### src/rtl/sdf_r2_stage_pkg.sv
// rtl/sdf_r2_stage_pkg.sv - shared FFT constants, complex sample type and per-stage delay helper
package sdf_r2_stage_pkg;

    localparam int FFT_N  = 64;
    localparam int FFT_DW = 18;

    typedef struct packed {
        logic signed [FFT_DW-1:0] re;
        logic signed [FFT_DW-1:0] im;
    } cplx_t;

    // Delay-line depth of SDF stage s in an FFT_N-point pipeline.
    function automatic int stage_delay(input int stage);
        return FFT_N >> (stage + 1);
    endfunction

endpackage

### src/rtl/Butterfly.sv
// rtl/Butterfly.sv - radix-2 complex butterfly, wrap-around arithmetic, outputs zero when disabled
module Butterfly #(
    parameter int DATA_WIDTH = 18
) (
    input  logic                         en,
    input  logic signed [DATA_WIDTH-1:0] in1_r,
    input  logic signed [DATA_WIDTH-1:0] in1_i,
    input  logic signed [DATA_WIDTH-1:0] in2_r,
    input  logic signed [DATA_WIDTH-1:0] in2_i,
    output logic signed [DATA_WIDTH-1:0] sum_r,
    output logic signed [DATA_WIDTH-1:0] sum_i,
    output logic signed [DATA_WIDTH-1:0] diff_r,
    output logic signed [DATA_WIDTH-1:0] diff_i
);

    always_comb begin
        sum_r  = '0;
        sum_i  = '0;
        diff_r = '0;
        diff_i = '0;
        if (en) begin
            sum_r  = in1_r + in2_r;
            sum_i  = in1_i + in2_i;
            diff_r = in1_r - in2_r;
            diff_i = in1_i - in2_i;
        end
    end

endmodule

### src/rtl/sdf_r2_stage_delay_line.sv
// rtl/sdf_r2_stage_delay_line.sv - DELAY-deep circular buffer; head is the word written DELAY writes ago
module sdf_delay_line #(
    parameter int DELAY = 32,
    parameter int WIDTH = 36
) (
    input  logic             clk,
    input  logic             rst,
    input  logic             wr_en,
    input  logic [WIDTH-1:0] wr_data,
    output logic [WIDTH-1:0] head
);

    localparam int PTR_W = (DELAY > 1) ? $clog2(DELAY) : 1;

    logic [WIDTH-1:0] mem_q [DELAY];
    logic [PTR_W-1:0] ptr_q;
    logic [PTR_W-1:0] ptr_d;

    always_comb begin
        ptr_d = ptr_q;
        if (wr_en) begin
            ptr_d = (ptr_q == PTR_W'(DELAY - 1)) ? '0 : ptr_q + PTR_W'(1);
        end
    end

    always_ff @(posedge clk or negedge rst) begin
        if (!rst) begin
            ptr_q <= '0;
        end else begin
            ptr_q <= ptr_d;
        end
    end

    // Storage is deliberately unreset; the stage's primed gating hides stale words.
    always_ff @(posedge clk) begin
        if (wr_en) begin
            mem_q[ptr_q] <= wr_data;
        end
    end

    assign head = mem_q[ptr_q];

endmodule

### src/rtl/sdf_r2_stage.sv
// rtl/sdf_r2_stage.sv - radix-2 single-path delay-feedback FFT stage with per-sample output index
module sdf_r2_stage
    import sdf_r2_stage_pkg::*;
#(
    parameter int DATA_WIDTH = 18,
    parameter int DELAY      = stage_delay(0),
    parameter int CNT_W      = (DELAY > 1) ? $clog2(2 * DELAY) : 1
) (
    input  logic                         clk,
    input  logic                         rst,
    input  logic                         in_valid,
    input  logic signed [DATA_WIDTH-1:0] in_r,
    input  logic signed [DATA_WIDTH-1:0] in_i,
    output logic                         out_valid,
    output logic signed [DATA_WIDTH-1:0] out_r,
    output logic signed [DATA_WIDTH-1:0] out_i,
    output logic [CNT_W-1:0]             out_idx
);

    logic [CNT_W-1:0]             cnt_q, cnt_d;
    logic                         primed_q, primed_d;
    logic                         out_valid_q, out_valid_d;
    logic signed [DATA_WIDTH-1:0] out_r_q, out_r_d;
    logic signed [DATA_WIDTH-1:0] out_i_q, out_i_d;
    logic [CNT_W-1:0]             out_idx_q, out_idx_d;

    logic                         phase_b;
    logic                         bf_en;
    logic [2*DATA_WIDTH-1:0]      head;
    logic [2*DATA_WIDTH-1:0]      wr_data;
    logic signed [DATA_WIDTH-1:0] head_r, head_i;
    logic signed [DATA_WIDTH-1:0] sum_r, sum_i, diff_r, diff_i;

    // 2*DELAY is a power of two, so the counter MSB is exactly the phase-B decode.
    assign phase_b = cnt_q[CNT_W-1];
    assign bf_en   = in_valid & phase_b;
    assign head_r  = head[2*DATA_WIDTH-1:DATA_WIDTH];
    assign head_i  = head[DATA_WIDTH-1:0];
    assign wr_data = phase_b ? {diff_r, diff_i} : {in_r, in_i};

    sdf_delay_line #(
        .DELAY (DELAY),
        .WIDTH (2 * DATA_WIDTH)
    ) u_delay_line (
        .clk     (clk),
        .rst     (rst),
        .wr_en   (in_valid),
        .wr_data (wr_data),
        .head    (head)
    );

    Butterfly #(
        .DATA_WIDTH (DATA_WIDTH)
    ) u_butterfly (
        .en     (bf_en),
        .in1_r  (head_r),
        .in1_i  (head_i),
        .in2_r  (in_r),
        .in2_i  (in_i),
        .sum_r  (sum_r),
        .sum_i  (sum_i),
        .diff_r (diff_r),
        .diff_i (diff_i)
    );

    always_comb begin
        cnt_d       = cnt_q;
        primed_d    = primed_q;
        out_valid_d = in_valid & (phase_b | primed_q);
        out_r_d     = out_r_q;
        out_i_d     = out_i_q;
        out_idx_d   = out_idx_q;
        if (in_valid) begin
            cnt_d = cnt_q + CNT_W'(1);
            if (&cnt_q) begin
                primed_d = 1'b1;
            end
        end
        // Only valid outputs load the register, so stale delay-line words never appear.
        if (out_valid_d) begin
            if (phase_b) begin
                out_r_d   = sum_r;
                out_i_d   = sum_i;
                out_idx_d = cnt_q - CNT_W'(DELAY);
            end else begin
                out_r_d   = head_r;
                out_i_d   = head_i;
                out_idx_d = cnt_q + CNT_W'(DELAY);
            end
        end
    end

    always_ff @(posedge clk or negedge rst) begin
        if (!rst) begin
            cnt_q       <= '0;
            primed_q    <= 1'b0;
            out_valid_q <= 1'b0;
            out_r_q     <= '0;
            out_i_q     <= '0;
            out_idx_q   <= '0;
        end else begin
            cnt_q       <= cnt_d;
            primed_q    <= primed_d;
            out_valid_q <= out_valid_d;
            out_r_q     <= out_r_d;
            out_i_q     <= out_i_d;
            out_idx_q   <= out_idx_d;
        end
    end

    assign out_valid = out_valid_q;
    assign out_r     = out_r_q;
    assign out_i     = out_i_q;
    assign out_idx   = out_idx_q;

endmodule

### config.mk
export PLATFORM = sky130hd
export DESIGN_NAME = sdf_r2_stage
export DESIGN_NICKNAME = d
export VERILOG_FILES = /design/src/rtl/sdf_r2_stage_pkg.sv /design/src/rtl/Butterfly.sv /design/src/rtl/sdf_r2_stage_delay_line.sv /design/src/rtl/sdf_r2_stage.sv
export SDC_FILE = /design/constraint.sdc
export NUM_CORES = 1
export LEC_CHECK = 0
export ABC_AREA = 1
export BUFFER_PORTS_ARGS = -buffer_cell sky130_fd_sc_hd__buf_2
export CORE_MARGIN = 8
export CORE_UTILIZATION = 50
export CTS_CLUSTER_SIZE = 25
export DETAILED_ROUTE_END_ITERATION = 12
export PLACE_DENSITY = 0.66
export SLEW_MARGIN = 20
export SYNTH_ARGS = -nofsm -noshare
export SYNTH_HDL_FRONTEND = slang
export SYNTH_SLANG_ARGS = --single-unit
### constraint.sdc
create_clock -name clk -period 13.8 [get_ports clk]
set_input_delay 1.38 -clock clk [delete_from_list [all_inputs] [get_ports clk]]
set_output_delay 1.38 -clock clk [all_outputs]
set_load 0.05 [all_outputs]
# ---- Word level (Yosys, flattened, before mapping)
# Memories as Yosys holds them, arrays and structs flattened.
# Index checks and enable logic that the tools add are counted.
dict set report totals {
  register_bits 55
  ram_bits 1152
  input_bits 39
  word_cells 32
  mem_count 1
}
dict set report op_classes {
  n_addsub 8
  n_eq_ne 1
  mux 11
  n_bitwise 3
  reduce_logical 1
}
# memory words word_bits read_ports rd_ports_with_merged_regs write_ports line_no
set memory_table {}
lappend memory_table {u_delay_line.mem_q 32 36 1 0 1 sdf_r2_stage_delay_line.sv:15} ;# logic [WIDTH-1:0] mem_q [DELAY];
# cell n
set op_table {}
lappend op_table {{two-way mux 18 bit} 6}
lappend op_table {{adder 18 bit} 2}
lappend op_table {{two-way mux 36 bit} 1}
lappend op_table {{subtractor 18 bit} 2}
lappend op_table {{AND reduction 7 bit} 1}
lappend op_table {{adder 6 x 1 -> 6 bit, second input constant} 1}
lappend op_table {{adder 6 bit, second input constant} 1}
lappend op_table {{two-way mux 6 bit} 1}
lappend op_table {{subtractor 6 bit, second input constant} 1}
lappend op_table {{adder 5 x 1 -> 5 bit, second input constant} 1}
lappend op_table {{equality test 5 bit, second input constant} 1}
lappend op_table {{two-way mux 5 bit} 1}
lappend op_table {{bitwise AND 1 bit} 2}
lappend op_table {{two-way mux 1 bit} 2}
lappend op_table {{OR 1 bit} 1}

# ---- Longest topological paths before layout
# An unclocked memory read counts as a cell.
dict set report depth {
  ltp_word 4
  depth_mapped 26
}

# ---- Hierarchy
# A second synthesis with hierarchy kept.
dict set report hier_totals {
  cells_unflattened 6306
  area_unflattened_um2 57995.6
}
# mod instances cells_per_inst area_per_inst_um2 seq_area_each_um2
set by_module_without_submodules {}
lappend by_module_without_submodules {sdf_delay_line 1 5129 50652.3 34718.3}
lappend by_module_without_submodules {Butterfly 1 802 4257.8 0.0}
lappend by_module_without_submodules {sdf_r2_stage 1 375 3085.5 1251.2}

# ---- Worst setup path after synthesis
# Ideal clock, no wire load.
dict set report synth_path {
  path_kind {register -> register}
  startpoint {register u_delay_line.ptr_q[0]}
  endpoint {memory u_delay_line.mem_q[0][34], data pin}
  setup_ps 454
  arrival_time_ps 4140
  required_ps 13346
  slack_ps 9206
  stages_incl_launch_ff 23
  synth_period_minus_slack_ps 4594
  path_cell_list {dfrtp_1 inv_1 buf_6 buf_4 clkbuf_1 nor2_1 o22ai_1 nand2_1 nand2_1 nor2_1 nand2_1 inv_1 ha_1 fa_1 inv_1 nand2_1 a21oi_1 nand3_1 nand3_1 a21oi_1 nand2_1 nand2_1 o21ai_0}
}
dict set report synth_via {
  elab_chain_cells 4
}
# item line_no
set synth_lines {}
lappend synth_lines {{start, declared} sdf_r2_stage_delay_line.sv:16} ;# logic [PTR_W-1:0] ptr_q;
lappend synth_lines {{start signal, assigned} sdf_r2_stage_delay_line.sv:30} ;# ptr_q <= ptr_d;
lappend synth_lines {{memory (32 x 36 bit)} n/a}
lappend synth_lines {{subtractor 18 bit} Butterfly.sv:24} ;# diff_r = in1_r - in2_r;
lappend synth_lines {{two-way mux 18 bit} Butterfly.sv:21} ;# if (en) begin
lappend synth_lines {{two-way mux 36 bit} sdf_r2_stage.sv:39} ;# assign wr_data = phase_b ? {diff_r, diff_i} : {in_r, in_i};
lappend synth_lines {{net u_delay_line.wr_data[34]} sdf_r2_stage_delay_line.sv:9} ;# input logic [WIDTH-1:0] wr_data,
lappend synth_lines {{end, declared} sdf_r2_stage_delay_line.sv:15}
# The timed path passes the listed nets, and every way through them passes these cells.

# ---- Final worst setup path
dict set report layout_path {
  startpoint {register u_delay_line.ptr_q[0]}
  endpoint {memory u_delay_line.mem_q[8][28], data pin}
}
# The elaborated chain is that of the path after synthesis.

==> metrics <==
number of nets produced by synthesis 4665; commonest register cell after synthesis sky130_fd_sc_hd__edfxtp_1; overall die width approximately 340 um; final clock skew 22.6 ps; number of buffers created by CTS about 120; total global routing track utilization roughly a quarter; sequential area share after synthesis a little under 70%; count of pins over their slew limit 0; flops & latches, synth roughly 1200; share of power burned in combinational logic a little over two fifths; required time at the worst-slack endpoint approximately 14000 ps; post-route DRC violation count 0; PwrDens about 260 mW/mm^2; area leader, netlist sky130_fd_sc_hd__edfxtp_1; # Max-Cap Violations 0; Post-CTS Hold Buffers 0; initial core utilization about half; commonest cells in the netlist 1152 x sky130_fd_sc_hd__edfxtp_1, 797 x sky130_fd_sc_hd__nand2_1, 749 x sky130_fd_sc_hd__nor2_1, 594 x sky130_fd_sc_hd__o21ai_0, 238 x sky130_fd_sc_hd__o22ai_1; final instance area around 0.057 mm^2; CTS Root Buffer Type sky130_fd_sc_hd__clkbuf_16; number of buffers inserted by port buffering 81; post-place instance area about 0.054 mm^2; maximum fanout along the worst path roughly 220; post-cts resize count 0; final hold violation count 0; via count around 36000; netlist area before placement between 0.05 and 0.06 mm^2; gr ovfl total 0; Setup crit end kind register; kind of start point of the critical path register; initial antenna violation count 3; Worst EP arrival slightly above 7000 ps; largest cells by area after synthesis sky130_fd_sc_hd__edfxtp_1 67%, sky130_fd_sc_hd__nand2_1 5.8%, sky130_fd_sc_hd__o21ai_0 5.7%, sky130_fd_sc_hd__nor2_1 5.4%, sky130_fd_sc_hd__o22ai_1 2.9%; Total Die Area around 0.11 mm^2; vias in the first global route between 30000 and 40000; relative contribution of sequential cells to total power 37.4%; Net Sw Power between 6 and 7 mW; total number of yosys warnings 0; number of top-level pins 82; final RePlAce weighted congestion ~0.96; Post-synth ARST share 4.56%; part of the total power dissipated in the clock network a little over a fifth; Peak Freq around 0.14 GHz; number of non-filler instances in the completed layout a little over 6000; number of buffers inserted to repair setup after CTS 0; Synth top area share between 60 and 70%; final routed wire length divided by cell count about 25 um; Detail Placement HPWL about 80000 um; number of setup violations in the final report 0; Static Leakage between 20 and 25 nW; post-synthesis cell type count 43; setup_tns 0 ps; switching power share of the total between 40% and 50%; maximum buffer depth of the clock tree 3; actual transition at the worst max-transition pin ~1200 ps; result of the run finished, final reports clean; global-route wire length before repair between 200000 and 250000 um; pin count of the biggest net entering global routing about 220; Avg Vias per Cell 5.88; unrepaired setup endpoints after global routing false; drt first pass iters 6; clock-pin slew reported for the worst setup and hold paths after clock tree synthesis roughly 60 ps; die span in y 338 um; shortest clock period the worst path allows after layout between 7000 and 8000 ps; core box area between 0.1 and 0.15 mm^2; DRT iter0 DRCs 4471; class of the worst hold path register to register; Worst VDD drop approximately 0.00019 V; TritonCTS clock tree built; number of nets with antenna violations after detailed routing 0; area growth from synthesis to final layout 11.0%; number of nets in the layout ~4700; site row count around 120; count of flip-flops with a built-in enable after synthesis about 1200; share of post-route cells with drive strength above 1 between 8 and 9%; Total Wirelength 148000 um; Max-slew headroom between 20% and 30%; instance count of the mapped netlist roughly 4500; number of H-tree branching levels 3; cell count after placement 5830; Clock Sink Count 1207; final period utilization between 50 and 60%; average cell area after synthesis 11.4 um^2; most frequently used cell type in the post-synthesis netlist sky130_fd_sc_hd__edfxtp_1; Crit Path Category register to register; insertion delay to the later sink of the worst-skew pair about 700 ps; Internal between 8 and 9 mW
==> power groups by stage <==
stage / clock network, mW / logic [mW] / registers [mW]
after floorplan: 0 / 3.74 / 5.80
after CTS: 3.13 / 6.08 / 5.56
final: 3.11 / 6.20 / 5.56
after global placement: 0 / 5.94 / 5.63
after global routing: 3.25 / 6.76 / 5.58
after detailed placement: 0 / 6.05 / 5.64
==> worst max-delay path: stages, from the launching register on <==
cell	delay, ps
sky130_fd_sc_hd__dfrtp_4	810
sky130_fd_sc_hd__inv_8	780
sky130_fd_sc_hd__buf_12	780
sky130_fd_sc_hd__buf_4	870
sky130_fd_sc_hd__o21ai_0	190
sky130_fd_sc_hd__o22ai_1	180
sky130_fd_sc_hd__nand2_1	70
sky130_fd_sc_hd__nand2_1	100
sky130_fd_sc_hd__inv_1	80
sky130_fd_sc_hd__nand4_1	170
sky130_fd_sc_hd__ha_1	280
sky130_fd_sc_hd__nand2_1	110
sky130_fd_sc_hd__a21oi_1	320
sky130_fd_sc_hd__a21boi_0	200
sky130_fd_sc_hd__o21ai_0	320
sky130_fd_sc_hd__nand2_1	120
sky130_fd_sc_hd__nand2_1	70
sky130_fd_sc_hd__nand2_1	40
sky130_fd_sc_hd__nand3_1	70
sky130_fd_sc_hd__nand2_1	620
==> routing by layer <==
layer	track usage, %	wire [um]	vias up
li1	-	-	16082
met4	9.21	5490	0
met5	0	0	-
met1	34.1	58300	17230
met2	41.4	69500	1901
met3	4.40	15000	327
==> state kept, by name, indices dropped and copies added (netlist names) <==
name	cells
cnt_q	6
primed_q	1
out_i	18
u_delay_line.ptr_q	5
out_idx	6
u_delay_line.mem_q	1152
out_r	18
out_valid	1
==> placed cells by master (no fill, tap or decap), types with 6 or more instances in the layout <==
cell type / instances
sky130_fd_sc_hd__edfxtp_1: 1152
sky130_fd_sc_hd__nand2_1: 791
sky130_fd_sc_hd__nor2_1: 714
sky130_fd_sc_hd__o21ai_0: 585
sky130_fd_sc_hd__o22ai_1: 226
sky130_fd_sc_hd__inv_1: 213
sky130_fd_sc_hd__nand3_1: 138
sky130_fd_sc_hd__clkbuf_16: 118
sky130_fd_sc_hd__buf_2: 81
sky130_fd_sc_hd__ha_1: 79
sky130_fd_sc_hd__a21oi_1: 74
sky130_fd_sc_hd__buf_4: 73
sky130_fd_sc_hd__o21ai_1: 57
sky130_fd_sc_hd__dfrtp_1: 52
sky130_fd_sc_hd__nor2_4: 41
sky130_fd_sc_hd__nand4_1: 37
sky130_fd_sc_hd__clkinv_1: 36
sky130_fd_sc_hd__clkinv_2: 28
sky130_fd_sc_hd__clkbuf_1: 17
sky130_fd_sc_hd__xor2_1: 15
sky130_fd_sc_hd__nor3_1: 13
sky130_fd_sc_hd__bufinv_16: 10
sky130_fd_sc_hd__o21bai_1: 8
sky130_fd_sc_hd__o22ai_4: 8
sky130_fd_sc_hd__a21o_1: 7
sky130_fd_sc_hd__nand3b_1: 7
sky130_fd_sc_hd__nand2_2: 6
sky130_fd_sc_hd__o21ai_2: 6
sky130_fd_sc_hd__o211ai_1: 6
==> area by class of cell <==
class                           instances  area (um^2)
Clock inverter                         82          678
Inverter                              219          837
Fill cell                            8554        45600
Timing Repair Buffer                  159         1040
Clock buffer                          135         3020
Sequential cell                      1207        36000
Antenna cell                            2         5.00
Multi-Input combinational cell       2865        14100
Tap cell                             1380         1730
==> through the flow <==
stage | utilization (%) | power (mW) | hold slack [ps] | setup slack [ps]
after floorplan | - | 9.54 | 435 | 9210
after global placement | 52.0 | 11.6 | 448 | 7140
after detailed placement | 52.1 | 11.7 | 454 | 6990
after CTS | 55.7 | 14.8 | 469 | 6950
after global routing | 55.7 | 15.6 | 490 | 6320
final | 55.7 | 14.9 | 467 | 6750
==> worst paths after layout <==
path | to | cells past startpoint | from | slack [ps]
min reg2reg | out_idx[0]$_DFFE_PN0P_ | 2 | out_idx[0]$_DFFE_PN0P_ | 470
max | u_delay_line.mem_q[8][28]$_DFFE_PP_ | 19 | u_delay_line.ptr_q[0]$_DFFE_PN0P_ | 6750
min in group asynchronous | out_r[12]$_DFFE_PN0P_ | 1 | rst | 550
max in group asynchronous | u_delay_line.ptr_q[0]$_DFFE_PN0P_ | 2 | rst | 12270
max reg2reg | u_delay_line.mem_q[8][28]$_DFFE_PP_ | 19 | u_delay_line.ptr_q[0]$_DFFE_PN0P_ | 6750
min | out_idx[0]$_DFFE_PN0P_ | 2 | out_idx[0]$_DFFE_PN0P_ | 470
==> kinds of logic (layout without fill, tap and decap cells) <==
kind of cell             after synthesis  in the layout  synth area share [%]
AND/OR/NAND/NOR                     1770           1770                  13.6
buffers and inverters                471            595                  4.19
XOR/XNOR                              16             16                 0.271
other                                  0              2                     0
AO/OA/AOI/OAI                        996            996                  10.4
flip-flops                          1207           1207                  69.5
adder cells (fa/ha/maj)               83             83                  2.06
Power figures use the tool's default switching activity.
